[config.mk]
export PLATFORM = sky130hd
export DESIGN_NAME = univ_shift_reg
export DESIGN_NICKNAME = d
export VERILOG_FILES = /design/src/rtl/univ_shift_reg_pkg.sv /design/src/rtl/univ_shift_reg_stage.sv /design/src/rtl/univ_shift_reg.sv
export SDC_FILE = /design/constraint.sdc
export NUM_CORES = 1
export LEC_CHECK = 0
export CAP_MARGIN = 20
export CORE_MARGIN = 3
export CORE_UTILIZATION = 51
export DETAILED_ROUTE_END_ITERATION = 8
export PLACE_DENSITY_LB_ADDON = 0.08
export SYNTH_ARGS = -nofsm -noshare
export SYNTH_HDL_FRONTEND = slang
export SYNTH_SLANG_ARGS = --single-unit
[constraint.sdc]
create_clock -name CLK -period 4.5 [get_ports CLK]
set_clock_uncertainty 0.1 [all_clocks]
set_input_delay 1.35 -clock CLK [delete_from_list [all_inputs] [get_ports CLK]]
set_output_delay 1.35 -clock CLK [all_outputs]
set_load 0.1 [all_outputs]
[src/rtl/univ_shift_reg_pkg.sv]
// Shared mode and state types for the universal shift register (package usr_pkg).
package usr_pkg;

    typedef enum logic [1:0] {
        HOLD = 2'b00,
        SHR  = 2'b01,
        SHL  = 2'b10,
        LOAD = 2'b11
    } usr_mode_t;

    typedef enum logic [1:0] {
        IDLE  = 2'b00,
        SHIFT = 2'b01,
        FIN   = 2'b10
    } usr_state_t;

    function automatic logic is_shift(input usr_mode_t m);
        return (m == SHR) || (m == SHL);
    endfunction

endpackage

[src/rtl/univ_shift_reg_stage.sv]
// One register bit: 4:1 select between hold, upper neighbour, lower neighbour and load data.
module usr_stage
    import usr_pkg::*;
(
    input  logic      clk,
    input  logic      rst_n,
    input  usr_mode_t sel,
    input  logic      from_hi,
    input  logic      from_lo,
    input  logic      d,
    output logic      q
);

    logic q_d, q_q;

    always_comb begin
        q_d = q_q;
        case (sel)
            HOLD:    q_d = q_q;
            SHR:     q_d = from_hi;
            SHL:     q_d = from_lo;
            LOAD:    q_d = d;
            default: q_d = q_q;
        endcase
    end

    always_ff @(posedge clk or negedge rst_n) begin
        if (!rst_n) q_q <= 1'b0;
        else        q_q <= q_d;
    end

    assign q = q_q;

endmodule

[src/rtl/univ_shift_reg.sv]
// Universal shift register with burst engine (START/BUSY/DONE).
// Define USR_ROTATE_EN to add the ROT port and rotate-through feedback.
module univ_shift_reg
    import usr_pkg::*;
#(
    parameter int WIDTH = 8,
    parameter int CW    = $clog2(WIDTH + 1)
) (
    input  logic             CLK,
    input  logic             RESET,
    input  logic             EN,
    input  logic [1:0]       MODE,
    input  logic             SER_R,
    input  logic             SER_L,
    input  logic [WIDTH-1:0] D,
    input  logic             START,
    input  logic [CW-1:0]    COUNT,
    output logic [WIDTH-1:0] Q,
    output logic             SO_R,
    output logic             SO_L,
    output logic             BUSY,
    output logic             DONE
`ifdef USR_ROTATE_EN
    ,
    input  logic             ROT
`endif
);

    usr_state_t    state_d, state_q;
    usr_mode_t     dir_d, dir_q;
    usr_mode_t     mode_in, op;
    logic [CW-1:0] cnt_d, cnt_q, cnt_sat;
    logic          busy_d, busy_q, done_d, done_q;
    logic          msb_in, lsb_in;
    logic [WIDTH-1:0] q_w;

    assign mode_in = usr_mode_t'(MODE);
    assign cnt_sat = (COUNT > CW'(WIDTH)) ? CW'(WIDTH) : COUNT;

`ifdef USR_ROTATE_EN
    logic rot_d, rot_q, rot_sel;

    // A burst uses the ROT value captured at START; manual ops use it live.
    assign rot_sel = (state_q == SHIFT) ? rot_q : ROT;
    assign msb_in  = rot_sel ? q_w[0] : SER_R;
    assign lsb_in  = rot_sel ? q_w[WIDTH-1] : SER_L;

    always_comb begin
        rot_d = rot_q;
        if (EN && (state_q == IDLE) && START) rot_d = ROT;
    end

    always_ff @(posedge CLK or negedge RESET) begin
        if (!RESET) rot_q <= 1'b0;
        else        rot_q <= rot_d;
    end
`else
    assign msb_in = SER_R;
    assign lsb_in = SER_L;
`endif

    // The START edge itself never moves data; only IDLE manual ops and SHIFT do.
    always_comb begin
        op = HOLD;
        if (EN) begin
            case (state_q)
                IDLE:    op = START ? HOLD : mode_in;
                SHIFT:   op = dir_q;
                default: op = HOLD;
            endcase
        end
    end

    always_comb begin
        state_d = state_q;
        dir_d   = dir_q;
        cnt_d   = cnt_q;
        busy_d  = busy_q;
        done_d  = done_q;
        if (EN) begin
            case (state_q)
                IDLE: begin
                    if (START) begin
                        dir_d = mode_in;
                        if ((cnt_sat == '0) || !is_shift(mode_in)) begin
                            state_d = FIN;
                            cnt_d   = '0;
                            busy_d  = 1'b0;
                            done_d  = 1'b1;
                        end else begin
                            state_d = SHIFT;
                            cnt_d   = cnt_sat;
                            busy_d  = 1'b1;
                            done_d  = 1'b0;
                        end
                    end
                end
                SHIFT: begin
                    cnt_d = cnt_q - CW'(1);
                    if (cnt_q == CW'(1)) begin
                        state_d = FIN;
                        busy_d  = 1'b0;
                        done_d  = 1'b1;
                    end
                end
                FIN: begin
                    state_d = IDLE;
                    busy_d  = 1'b0;
                    done_d  = 1'b0;
                end
                default: begin
                    state_d = IDLE;
                    cnt_d   = '0;
                    busy_d  = 1'b0;
                    done_d  = 1'b0;
                end
            endcase
        end
    end

    always_ff @(posedge CLK or negedge RESET) begin
        if (!RESET) begin
            state_q <= IDLE;
            dir_q   <= HOLD;
            cnt_q   <= '0;
            busy_q  <= 1'b0;
            done_q  <= 1'b0;
        end else begin
            state_q <= state_d;
            dir_q   <= dir_d;
            cnt_q   <= cnt_d;
            busy_q  <= busy_d;
            done_q  <= done_d;
        end
    end

    genvar i;
    for (i = 0; i < WIDTH; i++) begin : g_stage
        logic from_hi, from_lo;
        if (i == WIDTH - 1) begin : g_top
            assign from_hi = msb_in;
        end else begin : g_mid_hi
            assign from_hi = q_w[i+1];
        end
        if (i == 0) begin : g_bot
            assign from_lo = lsb_in;
        end else begin : g_mid_lo
            assign from_lo = q_w[i-1];
        end
        usr_stage u_stage (
            .clk     (CLK),
            .rst_n   (RESET),
            .sel     (op),
            .from_hi (from_hi),
            .from_lo (from_lo),
            .d       (D[i]),
            .q       (q_w[i])
        );
    end

    assign Q    = q_w;
    assign SO_R = q_w[0];
    assign SO_L = q_w[WIDTH-1];
    assign BUSY = busy_q;
    assign DONE = done_q;

endmodule
==> load_flow_metrics.sql, run 1 <==
INSERT INTO impl_metrics (metric_group, metric, value, unit) VALUES
('clocking', 'cts_hold_repair.buffers', '0', ''),
('synthesis', 'syn-mean-instance-area', '9.00', 'um2'),
('synthesis', 'yosys.area.top_type_share', '35.5', '%'),
('worst_setup_path', 'regToRegSetupSlack', '2.59', 'ns'),
('sta', 'slew_headroom', '35.0', '%'),
('global_routing', 'global_routing_usage_summed_across_all_routing_layers', '20.6', '%'),
('sta', 'totalNegativeSetupSlack', '0', 'ns'),
('worst_setup_path', 'worst_r2r_path_depth', '4', ''),
('pwr', 'power-per-cell-area', '785', 'nW/um2'),
('layout', 'drive_above_1_share', '11.5', '%'),
('global_routing', 'grt_max_degree', '19', ''),
('sta', 'min_period', '3.62', 'ns'),
('floorplanning', 'io_pins', '32', ''),
('route', 'postRouteAntennaNets', '0', ''),
('sta', 'hold_viol', '0', ''),
('worst_setup_path', 'crit_path_cell_chain', 'clkdlybuf4s50_1', ''),
('layout', 'multi_input_comb_area', '649', 'um2'),
('synthesis', 'synth-async-reset-ratio', '100', '%'),
('clocking', 'cts_inserted_buffers', '3', ''),
('synthesis', 'synth_nets', '155', ''),
('global_routing', 'grt_overflow', '0', ''),
('worst_setup_path', 'cp_num_buf_inv', '1', ''),
('clocking', 'worstSkewPairLatency', '0.30', 'ns'),
('hold_path', 'min_path_type', 'reg2reg', ''),
('run', 'drv.max_cap_violation_count', '0', ''),
('floorplanning', 'core', '2080', 'um2'),
('worst_setup_path', 'cp-endpoint', 'DONE', ''),
('sta', 'grt_setup_unrepaired', 'no', ''),
('clocking', 'postCtsResizedCells', '0', ''),
('sta', 'finalSetupViolations', '0', ''),
('worst_setup_path', 'cp-end-kind', 'primary output', ''),
('layout', 'nFillCells', '176', ''),
('clocking', 'ctsLongestPathBuffers', '2', ''),
('route', 'drc', '0', ''),
('route', 'drt_wl_total', '2730', 'um'),
('layout', 'leading_cell_type_in_the_layout_fill_and_taps_excluded', 'clkdlybuf4s50_1', ''),
('synthesis', 'synth_edf_count', '0', ''),
('worst_setup_path', 'r2r_end', 'g_stage[1].u_stage.q', ''),
('sta', 'timing.final.ws_setup', '0.885', 'ns'),
('global_routing', 'grt_pass1_vias', '1010', ''),
('pwr', 'total_leakage_power', '0.000632', 'uW'),
('worst_setup_path', 'worst-setup-path-type', 'reg2out', ''),
('synthesis', 'synth-seq-area-share', '35.5', '%'),
('worst_setup_path', 'timing.critical_path.slowest_stage_cell', 'clkdlybuf4s50_1', ''),
('synthesis', 'synth_cell_type_count', '36', ''),
('global_routing', 'grt_pass1_wl', '4420', 'um'),
('outcome', 'status', 'finished, final reports clean', ''),
('layout', 'final_nets', '179', ''),
('pwr', 'vdd_ir_drop_max', '0.000495', 'V'),
('worst_setup_path', 'timing.critical_path.max_delay_family', 'buffers and inverters', ''),
('synthesis', 'ys_dominant_reg_cell', 'dfrtp_1', ''),
('sta', 'whs', '0.417', 'ns'),
('worst_setup_path', 'crit_reg_reg_startpoint', 'state_q[0]', ''),
('clocking', 'clk_root_buffer_cell', 'clkbuf_4', ''),
('layout', 'mostFrequentLayoutCells', 'clkdlybuf4s50_1 (31), dfrtp_1 (17), nor2_1 (16), inv_1 (10), a21oi_1 (10)', ''),
('layout', 'n_antenna_cell', '0', ''),
('floorplanning', 'initial_core_util', '57.5', '%'),
('sta', 'report.final.slew_viol_count', '0', ''),
('place', 'place_congestion', '0.861', ''),
('worst_setup_path', 'crit_arrival', '2.17', 'ns'),
('synthesis', 'synth.largest_area_cell', 'dfrtp_1', ''),
('clocking', 'clock-sinks', '17', ''),
('layout', 'register_area', '425', 'um2'),
('floorplanning', 'placementRows', '16', ''),
('worst_setup_path', 'timing.critical_path.slowest_cell_delay', '1.22', 'ns'),
('route', 'route.detailed.vias_per_inst', '5.83', ''),
('synthesis', 'synth_cells', '133', ''),
('worst_setup_path', 'required', '3.05', 'ns'),
('route', 'overall_via_count_from_detail_route', '1067', ''),
('floorplanning', 'floorplan.die.height', '54.5', 'um'),
('floorplanning', 'design.die.area', '2970', 'um2');
==> state kept, by name (all words and copies together) (netlist names) <==
register / flops
BUSY: 1
g_stage.u_stage.q: 8
cnt_q: 4
state_q: 2
dir_q: 2
==> per-layer routing <==
metal  routed length [um]  track usage (%)
met5                    0                0
met3                  152             6.27
met4                   28             6.64
met1                 1190             26.6
met2                 1360             32.7
==> worst min-delay path by stage <==
stage               slack (ns)      from  depth (start not counted)  endpoint
global route              0.44      BUSY                          1      BUSY
detailed placement        0.40      BUSY                          1      BUSY
finish                    0.42  cnt_q[3]                          1  cnt_q[3]
global placement          0.39      BUSY                          1      BUSY
floorplan                 0.37  cnt_q[3]                          1  cnt_q[3]
CTS                       0.42  cnt_q[3]                          1  cnt_q[3]
==> layout make-up <==
class	count	share of cell area, %
Timing Repair Buffer	31	20.9
Clock buffer	4	1.77
Sequential cell	17	28.7
Multi-Input combinational cell	94	43.8
Tap cell	27	2.28
Inverter	10	2.53
==> metrics by stage <==
step	power, uW	cell area (um2)	instances	utilization [%]
after detailed placement	1080	1460	179	70.0
after CTS	1170	1480	183	71.2
after global routing	1240	1480	183	71.2
after floorplan	947	1200	133	-
final	1160	1480	183	71.2
after global placement	1060	1460	179	70.0
==> worst reg2reg max path, stage by stage, from the launching register on <==
cell and delay (ns):
dfrtp_1 0.58, or3b_4 0.48, a21oi_4 0.27, a21oi_1 0.14, a221oi_2 0.26
==> cell usage after synthesis (2+ instances only) <==
library cell  instances
mux2i_1               2
nand3_1               3
ha_1                  2
nand3b_1              3
nor2b_1               2
mux2_2                3
o21ai_0               7
buf_2                 2
nand2_1               9
buf_4                 8
inv_1                10
nand2b_1              3
nor2_1               16
o211ai_1              2
a21oi_1              10
nor3_1                4
a221oi_2              7
nor3b_1               3
dfrtp_1              17
nor4_1                4
==> where the power goes <==
group / internal [uW] / switching [uW]
sequential: 219 / 97.0
combinational: 232 / 532
clock: 34.6 / 49.9
total: 486 / 679
==> cell families (layout without fill, tap and decap cells) <==
logic type | count (synthesis) | in the layout | share of synthesized area, %
buffers and inverters | 22 | 45 | 10.2
adders and majority gates | 2 | 2 | 2.09
and+or+nand+nor | 51 | 51 | 21.9
xor gates and xnor gates | 1 | 1 | 0.732
DFF | 17 | 17 | 35.5
muxes | 5 | 5 | 4.49
AOI/OAI and AO/OA | 35 | 35 | 25.0
No activity file was read; power rests on OpenSTA's default activity.
==> run 2: changes to the inputs <==
--- a/config.mk
+++ b/config.mk
@@ -7,7 +7,7 @@
 export LEC_CHECK = 0
 export CAP_MARGIN = 20
 export CORE_MARGIN = 3
-export CORE_UTILIZATION = 51
+export CORE_UTILIZATION = 43
 export DETAILED_ROUTE_END_ITERATION = 8
 export PLACE_DENSITY_LB_ADDON = 0.08
 export SYNTH_ARGS = -nofsm -noshare
==> constraint.sdc (replaced) <==
create_clock -name CLK -period 3.01 [get_ports CLK]
set_clock_uncertainty 0.1 [all_clocks]
set_input_delay 0.903 -clock CLK [delete_from_list [all_inputs] [get_ports CLK]]
set_output_delay 0.903 -clock CLK [all_outputs]
set_load 0.1 [all_outputs]
==> run 2 against run 1 <==
Sequential power up 48%; sequential share of layout area up 0.073 points; power up 47%; die area up 16%; setup slack worse by 0.35 ns; largest power group unchanged.
==> load_flow_metrics.sql, run 2 (synthesized netlist as in run 1, its figures left out) <==
INSERT INTO impl_metrics (metric_group, metric, value, unit) VALUES
('outcome', 'status', 'finished, final reports clean', ''),
('hold_path', 'worstHoldPathCells', '1', ''),
('clocking', 'cts_inserted_buffers', '3', ''),
('layout', 'post-route-cell-area', '1480', 'um2'),
('sta', 'max_freq', '403', 'MHz'),
('global_routing', 'initial_antenna_violation_count', '0', ''),
('place', 'post-place-ws', '0.206', 'ns'),
('global_routing', 'grt_pass1_vias', '1004', ''),
('place', 'post-dp-hpwl', '2060', 'um'),
('floorplanning', 'initial_core_util', '46.6', '%'),
('worst_setup_path', 'crit_arrival', '2.58', 'ns'),
('route', 'drt_wl_total', '2650', 'um'),
('route', 'drt_first_iter_violations', '35', ''),
('sta', 'min_period_over_period', '82.4', '%'),
('clocking', 'number_of_buffers_inserted_to_repair_setup_after_cts', '0', ''),
('sta', 'hold_viol', '0', ''),
('sta', 'report.final.slew_viol_count', '0', ''),
('clocking', 'ctsLongestPathBuffers', '2', ''),
('place', 'dpl-instance-area', '1450', 'um2'),
('sta', 'slew_headroom', '65.0', '%'),
('clocking', 'htree_levels', '1', ''),
('layout', 'register_area', '425', 'um2'),
('sta', 'grt_setup_unrepaired', 'no', ''),
('sta', 'max_slew.worst_pin.slew', '0.520', 'ns'),
('floorplanning', 'floorplan.die.height', '58.8', 'um'),
('floorplanning', 'io_pins', '32', ''),
('clocking', 'postCtsResizedCells', '0', ''),
('route', 'route.detailed.vias_per_inst', '5.50', ''),
('worst_setup_path', 'timing.critical_path.slowest_cell_delay', '0.57', 'ns'),
('floorplanning', 'design.die.area', '3450', 'um2'),
('global_routing', 'grt_overflow', '0', ''),
('sta', 'whs', '0.419', 'ns'),
('layout', 'largest_reg_flops', '8', ''),
('worst_setup_path', 'startpoint_type', 'input pin', ''),
('worst_setup_path', 'cp_num_buf_inv', '1', ''),
('place', 'portBuffers', '31', ''),
('clocking', 'clk_pin_slew', '0.09', 'ns'),
('clocking', 'clk_root_buffer_cell', 'clkbuf_4', ''),
('worst_setup_path', 'critical_path_depth', '5', ''),
('floorplanning', 'die_w', '58.8', 'um'),
('sta', 'totalNegativeSetupSlack', '0', 'ns'),
('sta', 'min_period', '2.48', 'ns'),
('clocking', 'cts_tree', 'done', ''),
('pwr', 'total_leakage_power', '0.000654', 'uW'),
('floorplanning', 'placementRows', '18', ''),
('floorplanning', 'core', '2570', 'um2'),
('worst_setup_path', 'critical_path_maximum_fanout', '10', ''),
('layout', 'nFillCells', '240', ''),
('worst_setup_path', 'timing.critical_path.max_delay_family', 'compound AO/OA/AOI/OAI gates', ''),
('layout', 'drive_above_1_share', '20.8', '%'),
('clocking', 'worstSkewPairLatency', '0.29', 'ns'),
('route', 'drc', '0', ''),
('worst_setup_path', 'timing.critical_path.slowest_stage_cell', 'clkdlybuf4s50_1', ''),
('worst_setup_path', 'cp-end-kind', 'flip-flop', ''),
('layout', 'final_nets', '182', ''),
('global_routing', 'grt_pass1_wl', '4600', 'um'),
('route', 'postRouteAntennaNets', '0', ''),
('layout', 'mostFrequentLayoutCells', 'clkdlybuf4s50_1 (19), dfrtp_1 (17), nor2_1 (16), buf_4 (15)', ''),
('global_routing', 'global_routing_usage_summed_across_all_routing_layers', '17.4', '%'),
('global_routing', 'grt_max_degree', '19', ''),
('hold_path', 'min_path_type', 'reg2reg', ''),
('route', 'overall_via_count_from_detail_route', '1040', ''),
('layout', 'multi_input_comb_area', '649', 'um2'),
('layout', 'leading_cell_type_in_the_layout_fill_and_taps_excluded', 'clkdlybuf4s50_1', ''),
('layout', 'n_antenna_cell', '0', ''),
('layout', 'final_core_utilization', '57.6', '%'),
('layout', 'areaGrowthSynthToFinish', '23.5', '%'),
('worst_setup_path', 'required', '3.11', 'ns'),
('clocking', 'cts_hold_repair.buffers', '0', ''),
('worst_setup_path', 'worst_r2r_path_depth', '4', ''),
('pwr', 'vdd_ir_drop_max', '0.00103', 'V'),
('sta', 'finalSetupViolations', '0', ''),
('sta', 'timing.final.ws_setup', '0.531', 'ns'),
('worst_setup_path', 'crit_path_cell_chain', 'clkdlybuf4s50_1 > or3b_4 > a21oi_4 > a21oi_1 > a221oi_2', ''),
('place', 'place_congestion', '0.840', ''),
('route', 'dr.pass1.iters', '4', ''),
('run', 'drv.max_cap_violation_count', '0', ''),
('route', 'routedWlPerCell', '14.0', 'um'),
('pwr', 'power-per-cell-area', '1160', 'nW/um2'),
('worst_setup_path', 'worst-setup-path-type', 'in2reg', ''),
('clocking', 'clock-sinks', '17', '');
run 2: cell type report:
class / count / share of cell area [%]
Multi-Input combinational cell: 94 / 43.9
Inverter: 10 / 2.54
Tap cell: 30 / 2.54
Clock buffer: 4 / 1.78
Sequential cell: 17 / 28.8
Timing Repair Buffer: 34 / 20.5
run 2: final timing paths:
check                                            end  slack (ns)        from
worst min-delay path                            BUSY        0.42        BUSY
worst max register to register  g_stage[1].u_stage.q        1.15  state_q[0]
worst min register to register                  BUSY        0.42        BUSY
min in group asynchronous                   cnt_q[1]        0.82       RESET
max in group asynchronous       g_stage[1].u_stage.q        1.79       RESET
worst max-delay path            g_stage[1].u_stage.q        0.53       START
run 2: layer usage:
metal	GRT usage [%]	wire [um]	share of wire [%]	up-vias
met5	0	0	0	-
met4	5.18	20	0.76	0
met3	5.26	153	5.8	2
met2	26.2	1230	46	30
met1	24.1	1250	47	486
li1	-	-	-	522
run 2: power by group:
part	leakage (uW)	internal, uW	switching [uW]
clock network	0.0000150	51.6	72.1
registers	0.000195	328	140
logic	0.000443	334	790
total	0.000654	714	1000
run 2: stage by stage:
| stage | instances | total power (uW) |
|---|---|---|
| floorplan | 133 | 1420 |
| global placement | 185 | 1590 |
| detailed placement | 185 | 1600 |
| CTS | 189 | 1730 |
| global route | 189 | 1840 |
| finish | 189 | 1720 |
